==> src/rtl/agc_pkg.sv <==
// Shared types and helpers for the multi-channel AGC gain stage.
// Latency: none (types and constant/combinational functions only).
// Backpressure: not applicable.
//
// Contents: FSM state enum, unity-gain constant, lane bit-offset helpers,
// and the signed saturation helpers used by every component multiplier.
package agc_pkg;

    typedef enum logic [0:0] {
        ACQUIRE = 1'b0,
        LOCKED  = 1'b1
    } agc_state_e;

    // Unity gain in the unsigned fixed-point gain format.
    function automatic int unsigned UNITY_GAIN(input int unsigned gain_frac);
        return 32'd1 << gain_frac;
    endfunction

    // Bit offset of the I half of lane (ch, smp); lanes are {Q,I}, I low.
    function automatic int lane_i_lo(input int ch, input int smp,
                                     input int spb, input int sample_w);
        return (ch * spb + smp) * 2 * sample_w;
    endfunction

    function automatic int lane_q_lo(input int ch, input int smp,
                                     input int spb, input int sample_w);
        return lane_i_lo(ch, smp, spb, sample_w) + sample_w;
    endfunction

    // Values are carried as 64-bit signed so one helper serves any SAMPLE_W.
    function automatic logic is_sat(input logic signed [63:0] y, input int sample_w);
        logic signed [63:0] hi;
        logic signed [63:0] lo;
        hi = (64'sd1 <<< (sample_w - 1)) - 64'sd1;
        lo = -(64'sd1 <<< (sample_w - 1));
        return (y > hi) || (y < lo);
    endfunction

    function automatic logic signed [63:0] saturate(input logic signed [63:0] y,
                                                    input int sample_w);
        logic signed [63:0] hi;
        logic signed [63:0] lo;
        hi = (64'sd1 <<< (sample_w - 1)) - 64'sd1;
        lo = -(64'sd1 <<< (sample_w - 1));
        if (y > hi) begin
            return hi;
        end else if (y < lo) begin
            return lo;
        end
        return y;
    endfunction

endpackage

==> src/rtl/agc_sat_mult.sv <==
// One I or Q component: gain multiply, arithmetic shift, saturate, sat flag.
// Latency: 2 advances (product register, then saturated result register).
// Backpressure: both registers hold while advance is low.
//
// Ports: aclk/areset clock and sync reset; advance pipeline enable;
// enable 0 = multiply by unity; gain unsigned gain; x input sample;
// y registered saturated output; sat flag for the beat held in the product register.
module agc_sat_mult
    import agc_pkg::*;
#(
    parameter int SAMPLE_W  = 16,
    parameter int GAIN_W    = 12,
    parameter int GAIN_FRAC = 8
) (
    input  logic                       aclk,
    input  logic                       areset,
    input  logic                       advance,
    input  logic                       enable,
    input  logic [GAIN_W-1:0]          gain,
    input  logic signed [SAMPLE_W-1:0] x,
    output logic signed [SAMPLE_W-1:0] y,
    output logic                       sat
);

    localparam int PW = SAMPLE_W + GAIN_W + 1;
    localparam logic [GAIN_W-1:0] UNITY = GAIN_W'(UNITY_GAIN(GAIN_FRAC));

    logic [GAIN_W-1:0]   gain_eff;
    logic signed [GAIN_W:0] gain_s;
    logic signed [PW-1:0] prod_c;
    logic signed [PW-1:0] prod_q;
    logic signed [PW-1:0] shr;
    logic signed [63:0]   shr_ext;
    logic signed [63:0]   sat_val;
    logic                 sat_val_unused;

    // Bypass reuses the multiplier with unity so latency is identical and
    // the result can never saturate.
    assign gain_eff = enable ? gain : UNITY;
    assign gain_s   = $signed({1'b0, gain_eff});
    assign prod_c   = PW'(x) * PW'(gain_s);

    always_ff @(posedge aclk) begin
        if (areset) begin
            prod_q <= '0;
        end else if (advance) begin
            prod_q <= prod_c;
        end
    end

    assign shr     = prod_q >>> GAIN_FRAC;
    assign shr_ext = {{(64-PW){shr[PW-1]}}, shr};
    assign sat_val = saturate(shr_ext, SAMPLE_W);
    assign sat     = is_sat(shr_ext, SAMPLE_W);
    assign sat_val_unused = ^sat_val[63:SAMPLE_W];

    always_ff @(posedge aclk) begin
        if (areset) begin
            y <= '0;
        end else if (advance) begin
            y <= sat_val[SAMPLE_W-1:0];
        end
    end

endmodule

==> src/rtl/agc_gain_apply_mc.sv <==
// Slot-latched, clamped per-channel gain applied to NUM_CH x SPB complex lanes.
// Latency: 2 accepted cycles from s-side handshake to m_axis_tvalid.
// Backpressure: single global advance; s_axis_tready = !m_axis_tvalid || m_axis_tready.
//
// Ports: aclk/areset; cfg_enable (0 = bypass), cfg_gain_max clamp ceiling,
// cfg_unlock / cfg_sat_clear pulses; gain_est/gain_est_valid estimate input;
// slot_detected / slot_finished pulses; s_axis_* input stream, m_axis_* output
// stream; gain_active gains in use, locked FSM status, sat_count saturation total.
module agc_gain_apply_mc
    import agc_pkg::*;
#(
    parameter int NUM_CH    = 2,
    parameter int SPB       = 2,
    parameter int SAMPLE_W  = 16,
    parameter int GAIN_W    = 12,
    parameter int GAIN_FRAC = 8
) (
    input  logic                             aclk,
    input  logic                             areset,
    input  logic                             cfg_enable,
    input  logic [GAIN_W-1:0]                cfg_gain_max,
    input  logic                             cfg_unlock,
    input  logic                             cfg_sat_clear,
    input  logic [NUM_CH*GAIN_W-1:0]         gain_est,
    input  logic                             gain_est_valid,
    input  logic                             slot_detected,
    input  logic                             slot_finished,
    input  logic [NUM_CH*SPB*2*SAMPLE_W-1:0] s_axis_tdata,
    input  logic                             s_axis_tvalid,
    input  logic                             s_axis_tlast,
    output logic                             s_axis_tready,
    output logic [NUM_CH*SPB*2*SAMPLE_W-1:0] m_axis_tdata,
    output logic                             m_axis_tvalid,
    output logic                             m_axis_tlast,
    input  logic                             m_axis_tready,
    output logic [NUM_CH*GAIN_W-1:0]         gain_active,
    output logic                             locked,
    output logic [31:0]                      sat_count
);

    localparam int NCOMP = NUM_CH * SPB * 2;
    localparam int CNT_W = $clog2(NCOMP + 1);
    localparam logic [GAIN_W-1:0] UNITY = GAIN_W'(UNITY_GAIN(GAIN_FRAC));

    // ---------------- FSM ----------------
    agc_state_e state_q;
    agc_state_e state_d;
    logic       gp_load;
    logic       ga_load;

    always_ff @(posedge aclk) begin
        if (areset) begin
            state_q <= ACQUIRE;
        end else begin
            state_q <= state_d;
        end
    end

    always_comb begin
        state_d = state_q;
        if (cfg_unlock) begin
            state_d = ACQUIRE;
        end else if ((state_q == ACQUIRE) && slot_detected) begin
            state_d = LOCKED;
        end
    end

    // ACQUIRE tracks the estimator continuously; LOCKED only latches at slot
    // boundaries so a slot is never processed with a changing gain.
    always_comb begin
        gp_load = 1'b0;
        ga_load = 1'b0;
        locked  = 1'b0;
        case (state_q)
            ACQUIRE: begin
                gp_load = gain_est_valid;
                ga_load = 1'b1;
            end
            LOCKED: begin
                gp_load = slot_detected;
                ga_load = slot_finished;
                locked  = 1'b1;
            end
            default: ;
        endcase
    end

    // ---------------- Pipeline control ----------------
    logic adv;
    logic s1_vld;
    logic s1_last;
    logic s1_en;
    logic m_vld_q;
    logic m_last_q;
    logic [NCOMP-1:0] sat_vec;

    assign adv           = !m_vld_q || m_axis_tready;
    assign s_axis_tready = adv;
    assign m_axis_tvalid = m_vld_q;
    assign m_axis_tlast  = m_last_q;

    always_ff @(posedge aclk) begin
        if (areset) begin
            s1_vld   <= 1'b0;
            s1_last  <= 1'b0;
            s1_en    <= 1'b0;
            m_vld_q  <= 1'b0;
            m_last_q <= 1'b0;
        end else if (adv) begin
            s1_vld   <= s_axis_tvalid;
            s1_last  <= s_axis_tlast;
            s1_en    <= cfg_enable;
            m_vld_q  <= s1_vld;
            m_last_q <= s1_last;
        end
    end

    // ---------------- Gain registers and datapath ----------------
    for (genvar c = 0; c < NUM_CH; c++) begin : g_ch
        logic [GAIN_W-1:0] gp_q;
        logic [GAIN_W-1:0] ga_q;
        logic [GAIN_W-1:0] est_c;
        logic [GAIN_W-1:0] clamp_c;

        assign est_c   = gain_est[c*GAIN_W +: GAIN_W];
        assign clamp_c = (est_c > cfg_gain_max) ? cfg_gain_max : est_c;

        // ga takes the pre-edge gp, so a coincident load of both behaves
        // as a clean one-slot handover.
        always_ff @(posedge aclk) begin
            if (areset) begin
                gp_q <= UNITY;
                ga_q <= UNITY;
            end else begin
                if (gp_load) begin
                    gp_q <= clamp_c;
                end
                if (ga_load) begin
                    ga_q <= gp_q;
                end
            end
        end

        assign gain_active[c*GAIN_W +: GAIN_W] = ga_q;

        for (genvar s = 0; s < SPB; s++) begin : g_smp
            localparam int LANE = c * SPB + s;
            localparam int I_LO = lane_i_lo(c, s, SPB, SAMPLE_W);
            localparam int Q_LO = lane_q_lo(c, s, SPB, SAMPLE_W);

            logic signed [SAMPLE_W-1:0] yi;
            logic signed [SAMPLE_W-1:0] yq;

            agc_sat_mult #(
                .SAMPLE_W (SAMPLE_W),
                .GAIN_W   (GAIN_W),
                .GAIN_FRAC(GAIN_FRAC)
            ) u_i (
                .aclk   (aclk),
                .areset (areset),
                .advance(adv),
                .enable (cfg_enable),
                .gain   (ga_q),
                .x      (s_axis_tdata[I_LO +: SAMPLE_W]),
                .y      (yi),
                .sat    (sat_vec[2*LANE])
            );

            agc_sat_mult #(
                .SAMPLE_W (SAMPLE_W),
                .GAIN_W   (GAIN_W),
                .GAIN_FRAC(GAIN_FRAC)
            ) u_q (
                .aclk   (aclk),
                .areset (areset),
                .advance(adv),
                .enable (cfg_enable),
                .gain   (ga_q),
                .x      (s_axis_tdata[Q_LO +: SAMPLE_W]),
                .y      (yq),
                .sat    (sat_vec[2*LANE+1])
            );

            assign m_axis_tdata[I_LO +: SAMPLE_W] = yi;
            assign m_axis_tdata[Q_LO +: SAMPLE_W] = yq;
        end
    end

    // ---------------- Saturation counter ----------------
    logic [CNT_W-1:0] sat_num;
    logic [31:0]      sat_cnt_q;
    logic [32:0]      sat_sum;

    always_comb begin
        sat_num = '0;
        for (int i = 0; i < NCOMP; i++) begin
            sat_num = sat_num + CNT_W'(sat_vec[i]);
        end
    end

    assign sat_sum = {1'b0, sat_cnt_q} + 33'(sat_num);

    // Counts beats entering S2; sticks at all-ones instead of wrapping.
    always_ff @(posedge aclk) begin
        if (areset || cfg_sat_clear) begin
            sat_cnt_q <= '0;
        end else if (adv && s1_vld && s1_en) begin
            sat_cnt_q <= sat_sum[32] ? 32'hFFFF_FFFF : sat_sum[31:0];
        end
    end

    assign sat_count = sat_cnt_q;

endmodule

==> config.mk <==
export PLATFORM = sky130hd
export DESIGN_NAME = agc_gain_apply_mc
export DESIGN_NICKNAME = d
export VERILOG_FILES = /design/src/rtl/agc_pkg.sv /design/src/rtl/agc_sat_mult.sv /design/src/rtl/agc_gain_apply_mc.sv
export SDC_FILE = /design/constraint.sdc
export NUM_CORES = 2
export LEC_CHECK = 0
export ABC_CLOCK_PERIOD_IN_PS = 12100
export BUFFER_PORTS_ARGS = -buffer_cell sky130_fd_sc_hd__buf_2
export CAP_MARGIN = 20
export CORE_UTILIZATION = 50
export CTS_BUF_LIST = sky130_fd_sc_hd__clkbuf_16
export DETAILED_ROUTE_END_ITERATION = 10
export PLACE_DENSITY_LB_ADDON = 0.15
export REMOVE_ABC_BUFFERS = 1
export SLEW_MARGIN = 20
export SYNTH_ARGS = -nofsm -noshare
export SYNTH_HDL_FRONTEND = slang
export SYNTH_SLANG_ARGS = --single-unit
==> constraint.sdc <==
create_clock -name aclk -period 12.1 [get_ports aclk]
set_input_delay 1.21 -clock aclk [delete_from_list [all_inputs] [get_ports aclk]]
set_output_delay 1.21 -clock aclk [all_outputs]
set_load 0.03 [all_outputs]
==> impl_metrics.csv <==
group,metric,value,unit
critical_path,endpoint_kind,"register",
final_layout,final_cell_mix,"inv_1 (1957), fa_1 (1421), nand2_1 (1148), and3_1 (682), ha_1 (534)",
global_route,grt_pass1_vias,57000,
floorplan,io_pins,363,
clock_network,insertion_delay,0.67,ns
critical_path,crit_type,"input pin to register",
global_route,antenna_found_initial,24,
drt,drtIter0Drc,3214,
timing,final.setup.tns,0,ns
critical_path,cp_slowest_stage_delay,0.55,ns
floorplan,die_area,142000,sq um
floorplan,rows,137,
drt,wl_per_cell,18.6,microns
final_layout,syn2layout_area_growth,6.44,%
synthesis,syn_avg_cell_area,8.56,sq um
synthesis,synth.cell_area,70300,sq um
clock_network,cts-resized-gates,0,
worst_hold_path,hp-class,"register to register",
timing,whs,0.446,ns
timing,setup_viol,0,
clock_network,cts_buffer_depth,3,
power,fin_total_pwr,7.99,mW
synthesis,synth_cell_type_count,79,
final_layout,final_area,74800,sq um
placement,hpwl,144000,microns
synthesis,synth-edff-count,0,
floorplan,die_h,377,microns
final_layout,regArea,7660,sq um
clock_network,cts_tree,"yes",
critical_path,cp_common_cell,"fa_1",
placement,port_buffers,362,
synthesis,synth.yosys.seq_area_share,0.109,
drt,wl,189000,microns
final_layout,fin_cells,10100,
clock_network,numCtsBuffers,48,
placement,gp_congestion,0.863,
drt,num_vias,54100,
synthesis,synth_cells,8211,
power,p_per_area,107,nW/um^2
power,vdd_drop_max,0.129,mV
global_route,grt_overflow,0,
timing,fin_crit,8.09,ns
critical_path,critPathLaunchType,"input pin",
synthesis,synthArstFlopShare,0,
final_layout,multi_input_area,53500,sq um
clock_network,clk_pin_slew,0.06,ns
power,power_leakage,41.1,nW
clock_network,htree_levels,2,
final_layout,drive_gt1_frac,0.0687,
timing,post-route-period-util,0.669,
run,maxCapViolCount,0,
critical_path,crit_fanout,227,
placement,placed_cells,10000,
floorplan,die_w,377,microns
status,status,"finished, final reports clean",
critical_path,cp.required,12.63,ns
timing,fin_ws,4.01,ns
final_layout,utilization,0.536,
timing,fin_worst_skew,0.0485,ns
placement,post-place-ws,3.43,ns
global_route,grt_usage,0.274,
critical_path,path_cells,"buf_8, buf_12, nand2b_2, buf_4, and2_1, fa_1, inv_1, fa_1, inv_1, fa_1, fa_1, inv_1, fa_1, inv_1, ha_1, a211oi_1, o21a_1, o31a_1, o211a_1, o21a_1, o21ai_1, o41ai_1, xnor2_1, a22o_1",
timing,clock.fmax,0.124,GHz
global_route,grt_max_degree,228,
timing,drv_slew,0,
floorplan,core_area,140000,sq um
final_layout,nFillCells,13300,
final_layout,nNetsFinal,10300,
critical_path,worstPathArrival,8.62,ns
placement,place_area,73200,sq um
drt,via_per_inst,5.35,
synthesis,synthFlopType,"dfxtp_1",
critical_path,cp_slowest_cell,"buf_12",
synthesis,ys_warn_count,0,
clock_network,hold_buffers,0,
global_route,grt_pass1_wl,308000,microns
timing,final_hold_viol_count,0,
clock_network,clock_sinks,382,
timing,worst_pin_slew,1.16,ns
clock_network,clockRootBuffer,"clkbuf_16",
timing,maxSlewHeadroom,0.227,
final_layout,final_common_cell,"inv_1",
synthesis,synth_seq_cells,382,
drt,drc_errors,0,
drt,drtAntennaViolNets,0,
clock_network,cts_setup_buffers,0,
timing,rsz0062_at_grt,"false",
drt,firstDrtPassIters,5,
floorplan,initial_core_util,0.504,
-- where the power goes --
group          leakage, nW  total, mW  internal, mW  switching (mW)
Combinational         37.1       4.58          1.71            2.87
Sequential            3.18       1.94          1.68           0.264
Clock                0.787       1.48         0.827           0.650
-- layout make-up --
type / count / share of cell area
Sequential cell: 382 / 0.102
Tap cell: 1876 / 0.0314
Clock buffer: 48 / 0.0161
Timing Repair Buffer: 416 / 0.0304
Clock inverter: 40 / 0.00537
Inverter: 1955 / 0.0982
Antenna cell: 15 / 0.000502
Multi-Input combinational cell: 5392 / 0.716
-- worst paths after layout --
path                   start                         endpoint  slack [ns]  cells past startpoint
max               cfg_enable  g_ch[0].g_smp[0].u_i.prod_q[28]        4.01                     24
min             m_axis_tlast                     m_axis_tlast        0.45                      2
max reg2reg  g_ch[1].ga_q[4]  g_ch[1].g_smp[1].u_i.prod_q[28]        4.79                     21
min reg2reg     m_axis_tlast                     m_axis_tlast        0.45                      2
-- sequential cells by signal, summed over array words and instances (netlist names) --
| name | cells |
|---|---|
| g_ch.g_smp.u_i.prod_q | 84 |
| g_ch.g_smp.u_i.y | 64 |
| g_ch.g_smp.u_q.prod_q | 84 |
| g_ch.g_smp.u_q.y | 64 |
| g_ch.ga_q | 24 |
| g_ch.gp_q | 24 |
| m_axis_tlast | 1 |
| m_axis_tvalid | 1 |
| s1_en | 1 |
| s1_last | 1 |
| s1_vld | 1 |
| sat_count | 32 |
| state_q | 1 |
-- cells by family after synthesis --
| family | count (synthesis) | synth area share |
|---|---|---|
| muxes | 32 | 0.00458 |
| and+or+nand+nor | 2333 | 0.158 |
| DFF | 382 | 0.109 |
| AOI/OAI and AO/OA | 859 | 0.0723 |
| buffers and inverters | 2437 | 0.130 |
| adders and majority gates | 1955 | 0.500 |
| xor gates and xnor gates | 213 | 0.0265 |
-- layer usage --
layer  vias up  track usage  part of all wire
met3       262       0.0432             0.064
met4        22       0.0772             0.027
met2      1419        0.467              0.48
li1      24900            -                 -
met5         -            0           0.00075
met1     27600        0.361              0.42
-- synth_stat cells, types with 79 or more instances --
cell type	number	share of area
nand2_1	1149	0.061
nor2_1	238	0.013
and3_1	682	0.061
fa_1	1421	0.40
ha_1	534	0.095
xor2_1	79	0.0098
clkbuf_1	459	0.025
xnor2_1	134	0.017
o21ai_0	238	0.017
dfxtp_1	382	0.11
inv_1	1955	0.10
a21oi_1	358	0.025
-- worst max-delay path, delay by kind of cell --
family,cells,cell delay [ns]
AO/OA/AOI/OAI,8,1.75
adder cells (fa/ha/maj),6,2.73
AND/OR/NAND/NOR,2,0.80
XOR/XNOR,1,0.13
buffers and inverters,7,1.63
(Power assumes the default switching activity.)
